## config.mk

```make
export PLATFORM = sky130hd
export DESIGN_NAME = if_stage
export DESIGN_NICKNAME = d
export VERILOG_FILES = /design/src/rtl/if_stage.sv
export SDC_FILE = /design/constraint.sdc
export NUM_CORES = 1
export LEC_CHECK = 0
export CAP_MARGIN = 5
export CORE_UTILIZATION = 30
export DETAILED_ROUTE_END_ITERATION = 12
export HOLD_SLACK_MARGIN = 0.08
export SLEW_MARGIN = 20
export SYNTH_ARGS = -nofsm -noshare
export SYNTH_HDL_FRONTEND = slang
export SYNTH_SLANG_ARGS = --single-unit
```

## constraint.sdc

```tcl
create_clock -name clk -period 2.8 [get_ports clk]
set_clock_uncertainty 0.05 [all_clocks]
set_input_delay 0.84 -clock clk [delete_from_list [all_inputs] [get_ports clk]]
set_output_delay 0.84 -clock clk [all_outputs]
set_load 0.05 [all_outputs]
```

## src/rtl/if_stage.sv

```systemverilog
// Instruction-fetch stage: holds the PC, registers the fetched word toward decode,
// and resolves B / BR branches locally by redirecting the PC and injecting a NOP.
module if_stage (
   input  logic        clk,
   input  logic        rst_n,
   input  logic [31:0] instruction_in,
   input  logic [31:0] br_value,
   output logic [31:0] instruction_out,
   output logic [2:0]  br_addr,
   output logic [31:0] pc
);

   localparam logic [6:0]  OP_B     = 7'b1100000;
   localparam logic [6:0]  OP_BR    = 7'b1100010;
   localparam logic [31:0] NOP_WORD = 32'hC800_0000;

   logic [31:0] pc_r;
   logic [31:0] instr_r;
   logic [31:0] next_pc_s;
   logic [31:0] next_instr_s;
   logic [31:0] b_disp_s;
   logic [6:0]  opcode_s;

   assign opcode_s = instruction_in[31:25];
   // 25-bit word offset, sign-extended and scaled to a byte displacement
   assign b_disp_s = {{5{instruction_in[24]}}, instruction_in[24:0], 2'b00};
   assign br_addr  = instruction_in[24:22];

   // Next-PC and next-instruction selection; branches are squashed into a bubble
   always_comb begin
      next_pc_s    = pc_r + 32'd4;
      next_instr_s = instruction_in;
      case (opcode_s)
         OP_B: begin
            next_pc_s    = pc_r + b_disp_s;
            next_instr_s = NOP_WORD;
         end
         OP_BR: begin
            next_pc_s    = br_value;
            next_instr_s = NOP_WORD;
         end
         default: begin
            next_pc_s    = pc_r + 32'd4;
            next_instr_s = instruction_in;
         end
      endcase
   end

   // PC and decode-side pipeline register
   always_ff @(posedge clk or negedge rst_n) begin
      if (!rst_n) begin
         pc_r    <= 32'h0000_0000;
         instr_r <= NOP_WORD;
      end else begin
         pc_r    <= next_pc_s;
         instr_r <= next_instr_s;
      end
   end

   assign pc              = pc_r;
   assign instruction_out = instr_r;

endmodule

```

=== After elaboration in Yosys (flattened, before gate mapping) ===
Index checks and enable logic that the tools add are counted.

* Divide/modulo/power cells: 0
* Reductions and logical operators: 1
* $mul: 0
* Equal/unequal tests: 2
* Bitwise gates (word level): 0
* Add/subtract/negate cells: 2
* Shift-type cells: 0
* Order comparisons: 0
* Multiplexer cells: 2

{| class="wikitable"
|+ Operator list
! cell !! count
|-
| $pmux W32 S2 || 1
|-
| $add A32 B3 Y32 const B || 1
|-
| $add A32 B32 Y32 || 1
|-
| $mux W32 || 1
|-
| $eq A7 B7 Y1 const B || 2
|-
| $reduce_or A2 Y1 || 1
|}

* Input port bits: 66
* Memories: 0
* Logic and storage cells: 9
* Latch bits: 0
* Bits in read-only memories: 0
* Output and inout port bits: 67
* Bits in registers: 64
* Memory bits (writable): 0

=== Logic depth before layout (Yosys ltp) ===
* Depth after elaboration: 3
* Mapped depth: 15
* Mapped depth without buffers: 13

=== Worst setup path before layout ===
OpenSTA, ideal clock, no wires.

* Path kind: input to register
* Start: in instruction_in[29]
* End: reg pc_r[30], in the netlist pc[30]
* Data required time: 2.614 ns
* Stages on the path: 14
* Setup time: 0.136 ns
* Path slack: -1.082 ns
* Path buffers: 1
* Data arrival time: 3.696 ns
* Cell sequence: nor4b_1 -> nand3b_1 -> clkbuf_1 -> or3_1 -> ha_1 -> fa_1 -> a21oi_1 -> nor2_1 -> o31a_1 -> a21o_1 -> a21o_1 -> o21ai_1 -> mux2i_1 -> o211ai_1

* Cells in the longest elaborated chain, start to end: 2
* Elaborated cells on any way between the ends: 3
* Those cells by class: 2 x eq/ne; 1 x mux

{| class="wikitable"
|+ RTL lines
! what !! line !! text
|-
| from (decl) || 6 || <nowiki>input logic [31:0] instruction_in,</nowiki>
|-
| $eq A7 B7 Y1 || 33 || <nowiki>case (opcode_s)</nowiki>
|-
| $pmux W32 S2 * || 33 ||
|-
| named net next_pc_s[30] || 19 || <nowiki>logic [31:0] next_pc_s;</nowiki>
|-
| to (signal assigned) || 55 || <nowiki>pc_r <= next_pc_s;</nowiki>
|-
| to (decl) || 17 || <nowiki>logic [31:0] pc_r;</nowiki>
|}

Mark *: on every way through the listed nets, which the timed path passes. The rest lies on a longest branch.

=== Worst setup path in the final report ===
* Start: in instruction_in[29]
* End: reg pc_r[24], in the netlist pc[24]

The elaborated chain is that of the path after synthesis.

==> results.toml <==
[outcome]
status = "finished, violations left"
failed_checks = "setup timing"

[placement]
dp_hpwl_mm = 9.18
globalplace.congestion = 0.834
dp_cells = 818
dpl_cell_area_sq_um = 6260
port_buffers = 132
pre_cts_ws_ps = -1590

[detailed_routing]
first_pass_iters = 4
vias_per_cell = 4.72
antenna_left = 0
via_count = 4010
wl_per_cell_um = 15.0
wl_mm = 12.8
post-route-drc-count = 0
drt-initial-drc-count = 102

[sta]
rsz0062_at_grt = "yes"
report.final.setup_viol = 24
fin_crit_ps = 3590
slew_headroom_pct = 64.1
worstMarginPinSlew_ps = 537
fin_ws_ps = -786
hold_viol_final = 0
achievable-frequency_mhz = 279
period_share_pct = 128
drv_slew = 0
whs_ps = 443

[floorplan]
dieArea_sq_um = 14100
initial_core_util_pct = 30.8
core_area_sq_um = 13200
die_w_um = 119
ios = 133
row_count = 42
die_y_um = 119

[layout]
layout.cells.non_filler = 850
n_fill_cell = 1237
syn_to_final_growth_pct = 75.5
layout_commonest_cell = "clkdlybuf4s50_1"
layout_common_cells = "clkdlybuf4s50_1 (121), buf_4 (101), dfrtp_1 (61), and2_1 (45), nand2_1 (40)"
fin_util_pct = 54.0
layout.nets = 765
final_cell_area_sq_um = 7150
antennaDiodeCount = 0
drive_gt1_share_pct = 32.9

[logic_synthesis]
ys.flop_type = "dfrtp_1"
synth_edf_count = 0
syn_nets = 538
yosys_warnings = 0
yosysSeqAreaShare_pct = 39.4
ys_ff_latch = 64
synthArstFlopShare_pct = 100
synth_cell_types = 60
syn_inst = 442
syn_area_sq_um = 4080
avgSynthCellArea_sq_um = 9.22

[clock_tree]
insertion_delay_ps = 340
cts_buffers = 9
cts_buffer_depth = 2
cts-hold-fix-buffers = 0
cts-htree-levels = 3
cts_sinks = 64
tritoncts = "yes"
clkSlewWorstSetupHoldPaths_ps = 60
cts-root-buf = "clkbuf_16"

[worst_setup_path]
cp_slowest_cell = "o31ai_4"
cp.arrival_ps = 3760
critical_path.max_stage_delay_ps = 380
setup.worst_path.start_class = "input pin"
end_kind = "register"
crit_chain = "buf_8 > nor4b_4 > nand3b_1 > buf_6 > nor2_4 > buf_6 > and2_4 > ha_4 > a21o_1 > a21o_1 > or3_4 > o31ai_4 > o22ai_4 > a31oi_1 > xor2_1 > a21oi_1"
criticalPathCategory = "in2reg"
worst_ep_required_time_ps = 2970
critPathMaxFanout = 8

[global_route]
grt-busiest-layer = "met2"
grt_util_met1_pct = 22.7
grtUsageTotal_pct = 18.4
grt_use_met3_pct = 5.12
grt_max_degree = 65
antenna_found_initial = 0
grt_pass1_wl_mm = 20.3
use_met2_pct = 30.8
grt-ovfl-total = 0
grt_pass1_vias = 4131

[pwr]
ir_drop_mv = 0.353
powerDensity_nw_per_um2 = 681
leakage_nw = 3.29

[min_path]
min_path_type = "reg2reg"

[job]
maxCapViolations = 0
==> cell families (layout without fill, tap and decap cells) <==
family          count (synthesis)  after routing  synth area share (%)
fa+ha+maj                      30             30                  9.39
buf+inv                        40            272                  5.22
flops                          64             64                  39.4
simple gates                  161            161                  20.2
xor+xnor                       23             23                  4.94
mux                             3              3                 0.737
compound gates                121            121                  20.1
==> through the flow <==
step | TNS [ps] | total power, W
2_1_floorplan | -14910 | 0.00266
3_3_place_gp | -32910 | 0.00357
3_5_place_dp | -35410 | 0.00359
4_1_cts | -13670 | 0.00474
5_1_grt | -16310 | 0.00513
6_report | -13230 | 0.00487
==> flip-flops by register name, summed over array words and instances, names as in the netlist <==
name	count
pc	32
instruction_out	32
==> what timing repair did <==
action,4_1_cts,5_1_grt
endpoints found under the setup margin,28,26
endpoints found under the hold margin,0,0
cloned,1,0
pin swaps,32,66
setup buffers,6,12
gates resized for setup,65,66
==> metal layers <==
metal	share of wire (%)	vias to the layer above
li1	-	1986
met1	43	1900
met2	50	106
met3	5.5	18
met4	1.3	0
met5	0	-
==> worst max-delay path: cells and delay by family <==
family / cells / cell delay (ps)
buf+inv: 3 / 420
compound gates: 6 / 1100
xor+xnor: 1 / 170
fa+ha+maj: 1 / 190
simple gates: 5 / 1030
==> Yosys cell counts (5+ instances only) <==
master,n,area (sq um)
and2_1,49,307
xor2_1,12,105
o21ai_0,21,105
nor2_1,32,120
ha_1,29,363
nand3_1,7,35.0
nand2_1,44,165
a31oi_1,5,31.3
clkbuf_1,17,63.8
a21oi_1,36,180
nand4_1,6,37.5
inv_1,8,30.0
o21bai_1,6,45.0
nand2b_1,5,31.3
dfrtp_1,61,1530
buf_2,5,25.0
a21o_1,20,150
xnor2_1,11,96.3
buf_6,5,56.3
==> where the power goes <==
group          internal (W)  switching (W)
sequential          0.00112       0.000148
clock              0.000666       0.000402
combinational       0.00106        0.00147
==> final timing paths <==
| kind | to | cells past startpoint | slack (ps) | start |
|---|---|---|---|---|
| worst max register to register | pc[24] | 10 | 220 | pc[2] |
| worst min-delay path | pc[0] | 2 | 440 | pc[0] |
| min in group asynchronous | instruction_out[9] | 2 | 460 | rst_n |
| worst min register to register | pc[0] | 2 | 440 | pc[0] |
| max in group asynchronous | instruction_out[27] | 2 | 1920 | rst_n |
| worst max-delay path | pc[24] | 16 | -790 | instruction_in[29] |
==> final cells by class <==
class	count	area (sq um)	share of cell area [%]
multi-input combinational	338	2730	38.1
timing repair buffer	248	2290	32.0
sequential	64	1610	22.4
clock buffer	13	270	3.78
tap	176	220	3.08
inverter	8	30.0	0.420
clock inverter	3	15.0	0.210
Note: power is estimated with default switching activity, not from simulation.
